<file path="src/rtl/speicher_arbiter.sv">
// Arbitrates CPU instruction fetches and data loads/stores onto a single memory port,
// with round-robin on ties, registered outputs and an optional access timeout.
module speicher_arbiter #(
  parameter int unsigned ZEITLIMIT = 255
) (
  input  logic        Clock,
  input  logic        Reset,
  input  logic [31:0] InstruktionAdresse,
  input  logic        LeseInstruktion,
  input  logic [31:0] DatenAdresse,
  input  logic [31:0] DatenRaus,
  input  logic        LeseDaten,
  input  logic        SchreibeDaten,
  output logic [31:0] Instruktion,
  output logic        InstruktionGeladen,
  output logic [31:0] DatenRein,
  output logic        DatenGeladen,
  output logic        DatenGespeichert,
  output logic [31:0] SpeicherAdresse,
  output logic [31:0] SpeicherDatenRaus,
  output logic        SpeicherLesen,
  output logic        SpeicherSchreiben,
  input  logic        SpeicherBereit,
  input  logic [31:0] SpeicherDatenRein,
  output logic        Fehler
);

  typedef enum logic [1:0] {LEERLAUF, ZUGRIFF, FERTIG} zustandTyp;
  typedef enum logic {PORT_INSTRUKTION, PORT_DATEN} portTyp;

  localparam bit          ZEITLIMIT_AKTIV = (ZEITLIMIT != 0);
  localparam logic [31:0] ZAEHLER_ENDE    = 32'(ZEITLIMIT - 1);

  zustandTyp   zustand, zustandNext;
  portTyp      letzterGewinner, gewinnerNext;
  portTyp      aktivPort, portNext;
  logic        aktivSchreiben, schreibenNext;
  logic [31:0] zaehler, zaehlerNext;

  logic [31:0] instruktionNext, datenReinNext, adresseNext, datenRausNext;
  logic        lesenNext, schreibStrobeNext, fehlerNext;
  logic        instrGeladenNext, datenGeladenNext, gespeichertNext;

  logic        datenAnfrage, waehleDaten, abschluss;
  logic [31:0] leseWert;

  // A simultaneous load and store counts as a store; on a tie the port that lost last time wins.
  assign datenAnfrage = LeseDaten | SchreibeDaten;
  assign waehleDaten  = datenAnfrage &&
                        (!LeseInstruktion || (letzterGewinner == PORT_INSTRUKTION));

  // Next-state and next-output logic; every output is a register fed from here.
  always_comb begin
    zustandNext       = zustand;
    gewinnerNext      = letzterGewinner;
    portNext          = aktivPort;
    schreibenNext     = aktivSchreiben;
    zaehlerNext       = zaehler;
    instruktionNext   = Instruktion;
    datenReinNext     = DatenRein;
    adresseNext       = SpeicherAdresse;
    datenRausNext     = SpeicherDatenRaus;
    lesenNext         = SpeicherLesen;
    schreibStrobeNext = SpeicherSchreiben;
    fehlerNext        = Fehler;
    instrGeladenNext  = 1'b0;
    datenGeladenNext  = 1'b0;
    gespeichertNext   = 1'b0;
    abschluss         = 1'b0;
    leseWert          = 32'h0;

    case (zustand)
      LEERLAUF: begin
        lesenNext         = 1'b0;
        schreibStrobeNext = 1'b0;
        if (LeseInstruktion || datenAnfrage) begin
          zustandNext = ZUGRIFF;
          zaehlerNext = 32'h0;
          if (waehleDaten) begin
            portNext          = PORT_DATEN;
            gewinnerNext      = PORT_DATEN;
            schreibenNext     = SchreibeDaten;
            adresseNext       = DatenAdresse;
            datenRausNext     = DatenRaus;
            lesenNext         = !SchreibeDaten;
            schreibStrobeNext = SchreibeDaten;
          end else begin
            portNext      = PORT_INSTRUKTION;
            gewinnerNext  = PORT_INSTRUKTION;
            schreibenNext = 1'b0;
            adresseNext   = InstruktionAdresse;
            lesenNext     = 1'b1;
          end
        end
      end

      ZUGRIFF: begin
        // A ready memory always beats a timeout expiring in the same cycle.
        abschluss = SpeicherBereit || (ZEITLIMIT_AKTIV && (zaehler == ZAEHLER_ENDE));
        if (abschluss) begin
          zustandNext       = FERTIG;
          lesenNext         = 1'b0;
          schreibStrobeNext = 1'b0;
          leseWert          = SpeicherBereit ? SpeicherDatenRein : 32'h0;
          if (!SpeicherBereit) begin
            fehlerNext = 1'b1;
          end
          if (aktivSchreiben) begin
            gespeichertNext = 1'b1;
          end else if (aktivPort == PORT_DATEN) begin
            datenReinNext    = leseWert;
            datenGeladenNext = 1'b1;
          end else begin
            instruktionNext  = leseWert;
            instrGeladenNext = 1'b1;
          end
        end else begin
          zaehlerNext = zaehler + 32'd1;
        end
      end

      FERTIG: zustandNext = LEERLAUF;

      default: zustandNext = LEERLAUF;
    endcase
  end

  // State and output registers; reset aborts any access without a done pulse.
  always_ff @(posedge Clock or posedge Reset) begin
    if (Reset) begin
      zustand            <= LEERLAUF;
      letzterGewinner    <= PORT_DATEN;
      aktivPort          <= PORT_INSTRUKTION;
      aktivSchreiben     <= 1'b0;
      zaehler            <= 32'h0;
      Instruktion        <= 32'h0;
      DatenRein          <= 32'h0;
      SpeicherAdresse    <= 32'h0;
      SpeicherDatenRaus  <= 32'h0;
      SpeicherLesen      <= 1'b0;
      SpeicherSchreiben  <= 1'b0;
      Fehler             <= 1'b0;
      InstruktionGeladen <= 1'b0;
      DatenGeladen       <= 1'b0;
      DatenGespeichert   <= 1'b0;
    end else begin
      zustand            <= zustandNext;
      letzterGewinner    <= gewinnerNext;
      aktivPort          <= portNext;
      aktivSchreiben     <= schreibenNext;
      zaehler            <= zaehlerNext;
      Instruktion        <= instruktionNext;
      DatenRein          <= datenReinNext;
      SpeicherAdresse    <= adresseNext;
      SpeicherDatenRaus  <= datenRausNext;
      SpeicherLesen      <= lesenNext;
      SpeicherSchreiben  <= schreibStrobeNext;
      Fehler             <= fehlerNext;
      InstruktionGeladen <= instrGeladenNext;
      DatenGeladen       <= datenGeladenNext;
      DatenGespeichert   <= gespeichertNext;
    end
  end

endmodule

</file>
<file path="config.mk">
export PLATFORM = sky130hd
export DESIGN_NAME = speicher_arbiter
export DESIGN_NICKNAME = d
export VERILOG_FILES = /design/src/rtl/speicher_arbiter.sv
export SDC_FILE = /design/constraint.sdc
export NUM_CORES = 1
export LEC_CHECK = 0
export ABC_AREA = 1
export CAP_MARGIN = 20
export CORE_MARGIN = 5
export CORE_UTILIZATION = 35
export DETAILED_ROUTE_END_ITERATION = 12
export HOLD_SLACK_MARGIN = 0.08
export MAX_ROUTING_LAYER = met4
export SLEW_MARGIN = 10
export SYNTH_ARGS = -nofsm -noshare
export SYNTH_HDL_FRONTEND = slang
export SYNTH_SLANG_ARGS = --single-unit
</file>
<file path="constraint.sdc">
create_clock -name Clock -period 6.8 [get_ports Clock]
set_input_delay 1.36 -clock Clock [delete_from_list [all_inputs] [get_ports Clock]]
set_output_delay 1.36 -clock Clock [all_outputs]
set_load 0.05 [all_outputs]
</file>
* After elaboration in Yosys (flattened, before gate mapping)
Index checks and enable logic that the tools add are counted.
Word-level totals: bits in registers 171, bits of input ports 134, logic and storage cells 69, output and inout port bits 134
Operators by class: reductions and logical operators 16, mux-type cells 27, add/subtract/negate cells 1, bitwise gates (word level) 5, equality and inequality tests 5
Operator list (number):
- $mux W32 | 4
- $pmux W32 S2 | 1
- $add A32 B1 Y32 const B | 1
- $eq A32 B8 Y1 const B | 1
- $mux W1 | 17
- $reduce_and A3 Y1 | 3
- $reduce_and A4 Y1 | 2
- $ne A2 B2 Y1 const B | 3
- $reduce_and A2 Y1 | 3
- $mux W2 | 2
- $not A1 Y1 | 4
- $pmux W1 S2 | 2
- $pmux W2 S2 | 1
- $logic_or A1 B1 Y1 | 3
- $eq A2 B1 Y1 const B | 1
- $logic_not A1 Y1 | 2
- $logic_not A2 Y1 | 1
- $reduce_bool A2 Y1 | 1
- $logic_and A1 B1 Y1 | 1
- $or A1 B1 Y1 | 1

* Logic depth before layout (Yosys ltp)
depth after elaboration 6, gate-level depth with buffers 11, depth with buffers taken out 11

* Worst setup path after synthesis
No wires, ideal clock.
path type input to register, from input LeseDaten, to register SpeicherDatenRaus[10], stages 6, arrival time 2.537 ns, required time 6.675 ns, path slack 4.138 ns, path buffers 1, path through or2_1 > nand2_1 > inv_2 > nand2_1 > buf_4 > mux2_2
On the way: longest elaborated chain between the ends 3, elaborated cells on any way between the ends 4
RTL lines:
- from (decl) | RTL line 12 | input logic LeseDaten,
- $or A1 B1 Y1 * | RTL line 48 | assign datenAnfrage = LeseDaten | SchreibeDaten;
- $logic_and A1 B1 Y1 or $logic_or A1 B1 Y1 (tied branches) | RTL line 49, 76
- $reduce_and A3 Y1 (no line) *
- to (signal assigned) | RTL line 155 | SpeicherDatenRaus <= datenRausNext;
- to (decl) | RTL line 20 | output logic [31:0] SpeicherDatenRaus,
Mark *: on every way between the ends. The rest lies on a longest branch, timed or not. A chain may end at the register's enable or synchronous reset.

* Worst setup path in the final report
from input SchreibeDaten, to register SpeicherDatenRaus[12]
On the way: longest elaborated chain between the ends 3, elaborated cells on any way between the ends 4
RTL lines:
- from (decl) | RTL line 13 | input logic SchreibeDaten,
- $or A1 B1 Y1 * | RTL line 48
- $logic_and A1 B1 Y1 or $logic_or A1 B1 Y1 (tied branches) | RTL line 49, 76
- $reduce_and A3 Y1 (no line) *
Marked as above.

==> flow_summary.toml <==
[route]
drc = 0
wl_per_cell_um = 16.1
drt_iter0_drc = 521
first_pass_iters = 7
highest-signal-layer = "met4"
viasPerCell = 4.75
route.met2.wl_um = 12500
route.met3.wl_um = 2130
wl_met1_um = 11300
ant_nets = 0
routed_wl_um = 26200
dr_total_vias = 7708

[timing]
fin_crit_ns = 4.01
min_period_over_period = 0.590
setup_tns_ns = 0
finalSetupViolations = 0
slew_viol_final = 0
rsz0062_at_grt = "false"
fin_skew_ns = 0.0135
holdWs_ns = 0.470
slew_headroom = 0.365
tightestPinTransition_ns = 0.952
hold_viol = 0
fmax_mhz = 249

[global_route]
grt_pass1_vias = 7633
grt_overflow = 0
globalRouteTotalUtil = 0.199
grt_max_degree = 76
antenna_found_initial = 0
grt_pass1_wl_um = 41300

[cts]
cts_tree = "yes"
clkLatencyLatePin_ns = 0.43
post_cts_buffers = 0
ctsHoldBuffers = 0
h-tree-depth = 4
cts_buffers = 17
cts-root-buf = "clkbuf_16"
path_clk_slew_ns = 0.08
cts.sink_count = 171
ctsResizeCount = 0
cts_max_path_buffers = 2

[synthesis]
netlist_area_sq_mm = 0.00832
syn_nets = 1188
synth_area_leader_cell = "dfrtp_1"
yosysTopAreaCellShare = 0.511
ys_seq_area_frac = 0.514
yosysWarnings = 0
avgSynthCellArea_sq_um = 7.91
netlist_top_cells_area = "dfrtp_1 51%, nand2_1 17%, nor2_1 6.2%"
synth_seq_cells = 171
synth_cell_type_count = 29
synth_ff_type = "dfrtp_1"
synth_edf_count = 0
synth_cells = 1052
synthArstFlopShare = 1.00

[cells_and_area]
drive_above_1_share = 0.0674
fill_cells = 2280
final_core_util = 0.505
final_common_cell = "nand2_1"
n_antenna_cell = 0
area_growth_pct = 42.4
mostFrequentLayoutCells = "372 x nand2_1, 267 x clkdlybuf4s50_1, 170 x dfrtp_1"
regArea_sq_mm = 0.00428
finalInstanceArea_sq_mm = 0.0119
multi_input_area_sq_mm = 0.00351
final_nets = 1429

[critical_path]
worstSetupStartpointType = "input port"
endpoint_kind = "register"
r2r_setup_slack_ns = 3.61
arrival_ns = 4.33
crit_required_ns = 7.12
crit_type = "in2reg"
crit_path_max_fanout = 33

[pwr]
clkPwrFrac = 0.165
swShare = 0.500
switchingPower_w = 0.00287
p_leak_nw = 5.51
power_density_mw_per_mm2 = 485
ir_worst_vdd_mv = 0.332
p_int_w = 0.00288
p_comb_frac = 0.554
seqPwrFrac = 0.281

[floorplanning]
fp.dieArea_sq_mm = 0.0270
io-pin-count = 268
die_w_um = 164
rows = 56
start_util = 0.355
core_area_sq_mm = 0.0235
die_h_um = 164

[place]
place_congestion = 0.887
dpl.hpwl_um = 18600
io_buffers = 267
place_area_sq_mm = 0.0112

[outcome]
run_status = "completed"

[hold_path]
hold_class = "reg2reg"

[job]
max-cap-violations = 0
flip-flops by register name, indices dropped and copies added (netlist names), 2 cells and up:
signal and count:
SpeicherAdresse 32, Instruktion 32, zustand 2, DatenRein 32
zaehler 32, SpeicherDatenRaus 32
logic make-up (layout without fill, tap and decap cells):
| group | count (synthesis) | count (layout) | share of synthesized area |
|---|---|---|---|
| xor gates and xnor gates | 12 | 12 | 0.0126 |
| buffers and inverters | 130 | 383 | 0.0655 |
| DFF | 171 | 171 | 0.514 |
| AOI/OAI and AO/OA | 76 | 76 | 0.0483 |
| muxes | 32 | 32 | 0.0433 |
| and+or+nand+nor | 629 | 629 | 0.313 |
| adders and majority gates | 2 | 2 | 0.00301 |
per-layer routing:
metal | GRT usage | vias to the layer above
met2 | 0.311 | 290
met4 | 0.0465 | 0
met3 | 0.0489 | 17
met5 | - | -
li1 | - | 3841
met1 | 0.263 | 3560
Yosys cell counts, types with 5 or more instances:
library cell / count
xnor2_1: 7
o21ai_0: 7
buf_2: 16
clkbuf_1: 31
xor2_1: 5
inv_1: 70
buf_4: 8
dfrtp_1: 170
nand4_1: 65
a21oi_1: 64
nor2_1: 138
mux2_2: 32
nand2_1: 372
nand3_1: 47
power groups by stage:
stage          combinational, W  clock [W]  sequential, W
6_report                0.00319   0.000947        0.00162
5_1_grt                 0.00337    0.00102        0.00167
4_1_cts                 0.00319   0.000977        0.00162
3_5_place_dp            0.00318          0        0.00163
3_3_place_gp            0.00318          0        0.00162
2_1_floorplan          0.000836          0        0.00284
path summary, 6_finish.rpt:
path	start	endpoint	depth (start not counted)
max	SchreibeDaten	SpeicherDatenRaus[12]	8
min in group asynchronous	Reset	DatenRein[12]	2
min reg2reg	Fehler	Fehler	1
max in group asynchronous	Reset	Instruktion[21]	3
max reg2reg	zustand[1]	zaehler[16]	10
min	Fehler	Fehler	1
worst max-delay path: stages:
cell and delay, ns:
clkdlybuf4s50_1 0.48, or2_1 0.17, nand2_1 0.31, buf_8 0.29, inv_2 0.42, nand2_1 0.58, buf_4 0.41, mux2_2 0.29
cell type report:
type	count	area share
clock buffer	17	0.0359
inverter	72	0.0232
sequential	171	0.361
multi-input combinational	751	0.297
tap	319	0.0337
clock inverter	14	0.0127
timing repair buffer	280	0.237
per-stage QoR:
step	std cells	total power, W	worst slack, ns
final	1624	0.00575	2.79
after global routing	1624	0.00606	2.59
after CTS	1621	0.00578	2.23
after detailed placement	1590	0.00481	1.78
after global placement	1590	0.00480	1.79
after floorplan	1052	0.00368	0.810
Note: power is estimated with default switching activity, not from simulation.
==> edit 1, RTL diff (same settings) <==
`SpeicherDatenRaus` no longer has a reset.
--- a/src/rtl/speicher_arbiter.sv
+++ b/src/rtl/speicher_arbiter.sv
@@ -136,7 +136,6 @@
       Instruktion        <= 32'h0;
       DatenRein          <= 32'h0;
       SpeicherAdresse    <= 32'h0;
-      SpeicherDatenRaus  <= 32'h0;
       SpeicherLesen      <= 1'b0;
       SpeicherSchreiben  <= 1'b0;
       Fehler             <= 1'b0;
@@ -152,7 +151,6 @@
       Instruktion        <= instruktionNext;
       DatenRein          <= datenReinNext;
       SpeicherAdresse    <= adresseNext;
-      SpeicherDatenRaus  <= datenRausNext;
       SpeicherLesen      <= lesenNext;
       SpeicherSchreiben  <= schreibStrobeNext;
       Fehler             <= fehlerNext;
@@ -162,5 +160,9 @@
     end
   end
 
+  always_ff @(posedge Clock) begin
+    SpeicherDatenRaus <= datenRausNext;
+  end
+
 endmodule
 
Function: changed (a bounded check fails within 4 cycles, from zero or initial values and one cycle with Reset high).
==> edit 1 against the original RTL <==
  * Combinational power down 12%
  * Clock skew up 4.6 ps
  * Core utilization down 0.35 points
  * Sequential share of layout area up 2.0 points
  * Final cell count down 1.9%
  * Synthesized area down 1.8%
  * Wire length down 4.1%
  * Non-clock buffer count down 5
  * Sequential cell count unchanged
  * First-iteration DRC count down 5.6%
  * Worst setup slack better by 340 ps
  * Cell area down 1.6%
  * Total power down 6.8%
  * Critical endpoint is now DatenRein[31]
  * Largest cell class unchanged
  * Largest power group unchanged
==> edit 1: results (changes against the original RTL) <==
* Register area at 0.00444 sq mm (was 0.00428 sq mm)
* Worst path arrival time at 3980 ps (was 4330 ps)
* Final WS setup at 3130 ps (was 2790 ps)
* Vias per cell at 4.70 (was 4.75)
* Register area share after synthesis at 54.3% (was 51.4%)
* Critical path's slowest cell: nand3_2 (was nand2_1)
* Largest net degree at the start of global routing at 101 (was 76)
* Syn_area_per_cell at 8.00 sq um (was 7.91 sq um)
* Clock network share of area at 5.03% (was 4.86%)
* Initial antenna violation count at 1 (was 0)
* Metal-1 WL at 10800 um (was 11300 um)
* Most frequent cells after synthesis: 369 x nand2_1, 138 x dfrtp_1, 128 x nor2_1, 79 x inv_1 (was 372 x nand2_1, 170 x dfrtp_1, 138 x nor2_1, 70 x inv_1, 65 x nand4_1)
* Vias in the first global route at 7352 (was 7633)
* Syn nets at 1157 (was 1188)
* Reg clk slew, reported paths at 60 ps (was 80 ps)
* Status: complete, no violations (unchanged)
* Non-CTS buffers at 275 (was 280)
* R2R setup slack at 3380 ps (was 3610 ps)
* Multi-input combinational area share at 27.3% (was 29.7%)
* Global routing usage on met1 at 24.1% (was 26.3%)
* Non-clk buf share at 23.6% (was 23.7%)
* Synth area leaders: dfrtp_1 42%, nand2_1 17%, edfxtp_1 12% (was dfrtp_1 51%, nand2_1 17%, nor2_1 6.2%)
* Clock skew at 18.1 ps (was 13.5 ps)
* Multi-input gates at 716 (was 751)
* Iter 0 DRT Violations at 492 (was 521)
* Dpl hpwl at 17700 um (was 18600 um)
-- edit 1: worst paths after layout --
check | to | cells past startpoint | startpoint
min in group asynchronous | DatenRein[13] | 2 | Reset
min reg2reg | Instruktion[9] | 2 | Instruktion[9]
max in group asynchronous | letzterGewinner | 3 | Reset
max | DatenRein[31] | 7 | SpeicherBereit
min | Instruktion[9] | 2 | Instruktion[9]
max reg2reg | zaehler[15] | 8 | zustand[1]
-- edit 1: power by group through the flow --
| stage | Sequential [uW] | Clock, uW | Combinational (uW) |
|---|---|---|---|
| floorplan | 2700 | 0 | 721 |
| global route | 1640 | 1020 | 2980 |
| detailed placement | 1610 | 0 | 2820 |
| finish | 1600 | 948 | 2810 |
| global placement | 1610 | 0 | 2810 |
| CTS | 1600 | 977 | 2820 |
-- edit 1: kinds of logic after synthesis --
group	count (synthesis)	share of synthesized area, %
and+or+nand+nor	627	32.3
DFF	171	54.3
buffers and inverters	134	7.04
AOI/OAI and AO/OA	75	4.69
xor gates and xnor gates	12	1.29
adders and majority gates	2	0.306
==> edit 2, RTL diff (config.mk and constraints unchanged) <==
Made on the original files. `ZEITLIMIT`: 255 -> 191.
--- a/src/rtl/speicher_arbiter.sv
+++ b/src/rtl/speicher_arbiter.sv
@@ -1,7 +1,7 @@
 // Arbitrates CPU instruction fetches and data loads/stores onto a single memory port,
 // with round-robin on ties, registered outputs and an optional access timeout.
 module speicher_arbiter #(
-  parameter int unsigned ZEITLIMIT = 255
+  parameter int unsigned ZEITLIMIT = 191
 ) (
   input  logic        Clock,
   input  logic        Reset,
Behaviour: no difference found for any inputs over 4 cycles, from zero or initial values and one cycle with Reset high; that may be too few to reach the edited logic, so the function may still have changed.
==> edit 2 against the original RTL <==
  * Combinational power is 2% lower
  * Cell area hardly changed
  * Synthesized cell count stayed put
  * Die area is 0.31% higher
  * Wire length is 1.9% lower
  * Critical path depth is 1 lower
  * Total power is 0.11% lower
  * Clock skew is 2.6 ps lower
  * Count of clock-buffer cells in the layout stayed put
  * Synthesized area is 0.33% higher
  * Non-clock buffer count is 3 lower
  * Worst setup slack better by 430 ps
  * Sequential cell count stayed put
  * Via count is 0.25% lower
==> edit 2: results (changes against the original RTL) <==
* Initial antenna violation count at 0 (unchanged)
* Overall Global Routing Usage at 19.6% (was 19.9%)
* Register area share after synthesis at 51.3% (was 51.4%)
* Dpl hpwl at 18200 um (was 18600 um)
* First-pass GRT wire length at 40900 um (was 41300 um)
* Reg clk slew, reported paths at 70 ps
* # nets final at 1426 (was 1429)
* TritonRoute pass-1 iters at 5 (was 7)
* Largest net degree at the start of global routing at 90 (was 76)
* Placed cells at 1589 (was 1590)
* Clk Latency, worst-skew pair at 430 ps (about the same)
* Clock buffer depth at 2 (unchanged)
* Vias per cell at 4.74 (was 4.75)
* Status: complete, no violations (unchanged)
* Port Buf Inserts at 267 (unchanged)
* Vias in the first global route at 7634 (was 7633)
* H-tree levels at 4 (unchanged)
* Worst Setup EP: DatenRein[14] (was SpeicherDatenRaus[12])
* Iter 0 DRT Violations at 452 (was 521)
* WL per Instance at 15.9 um (was 16.1 um)
* Crit Path Max Fanout at 67 (was 33)
* Post-synth ARST share at 100% (unchanged)
* Worst reg-to-reg path cell count at 9 (was 10)
* RD Place Congestion at 0.902 (was 0.887)
* Worst vdd ir at 0.293 mV (was 0.332 mV)
* Fillers at 2277 (was 2280)
* Share of layout cells above drive strength 1 at 7.14% (was 6.74%)
* Clock skew at 10.9 ps (was 13.5 ps)
* Rel. slew slack at 46.3% (was 36.5%)
* Via count at 7689 (was 7708)
* Most frequent cells after synthesis: 371 x nand2_1, 170 x dfrtp_1, 131 x nor2_1, 72 x inv_1 (was 372 x nand2_1, 170 x dfrtp_1, 138 x nor2_1, 70 x inv_1, 65 x nand4_1)
* Leak Pwr at 0.00552 uW (was 0.00551 uW)
* CTS buffer count at 17 (unchanged)
* Synth area leaders: dfrtp_1 51%, nand2_1 17%, nor2_1 5.9% (was dfrtp_1 51%, nand2_1 17%, nor2_1 6.2%)
* Hold Path Class: reg -> reg (unchanged)
* CP startpoint: SpeicherBereit (was SchreibeDaten)
* CP required at 7120 ps (about the same)
* N_diodes at 0 (unchanged)
* Netlist cell types at 28 (was 29)
* Predominant post-synthesis flop cell: dfrtp_1 (unchanged)
* R2R setup slack at 3750 ps (was 3610 ps)
* Clk root buf: clkbuf_16 (unchanged)
[edit 2: kinds of logic (layout without fill, tap and decap cells)]
logic type	Yosys count	count (layout)	synth area share [%]
and+or+nand+nor	630	630	31.6
DFF	171	171	51.3
buffers and inverters	131	382	6.88
AOI/OAI and AO/OA	76	76	4.64
muxes	32	32	4.32
xor gates and xnor gates	10	10	1.05
adders and majority gates	2	2	0.300
[edit 2: where the power goes]
part	switching [uW]	internal, uW
Sequential	223	1400
Combinational	2160	978
Clock	489	497
Total	2870	2870
[edit 2: layout make-up]
class	count	share of cell area (%)
clock buffer	17	3.59
clock inverter	15	1.49
inverter	73	2.36
multi-input combinational	750	29.7
sequential	171	36.1
tap	319	3.37
timing repair buffer	277	23.4
[edit 2: how the worst min path moves through the flow]
stage / startpoint / endpoint / slack, ps / cells past startpoint
after detailed placement: letzterGewinner / letzterGewinner / 460 / 2
after CTS: letzterGewinner / letzterGewinner / 470 / 2
after floorplan: letzterGewinner / letzterGewinner / 440 / 2
after global placement: letzterGewinner / letzterGewinner / 450 / 2
final: letzterGewinner / letzterGewinner / 470 / 2
after global routing: DatenRein[21] / DatenRein[21] / 500 / 2
[edit 2: layer usage]
layer | global-route usage [%] | wire length [um] | vias up
met1 | 25.0 | 11000 | 3551
met2 | 30.5 | 12100 | 256
met4 | 5.90 | 595 | 0
met5 | - | 0 | -
met3 | 5.76 | 2060 | 38
li1 | - | - | 3844
[edit 2: worst max-delay path, cell delays in order]
cell and delay, ps:
clkdlybuf4s50_1 450, buf_4 340, inv_1 130, nand2_4 500
nand3_2 750, nand2_1 250, nand2_1 70
[edit 2: per-stage QoR]
stage	setup slack, ps	total power (uW)	util, %	instance area [sq um]
after floorplan	810	3680	-	8350
after global placement	2770	4770	47.8	11200
after detailed placement	2740	4790	47.8	11200
after CTS	3200	5790	50.3	11800
after global routing	2960	6060	50.4	11800
final	3220	5740	50.4	11800
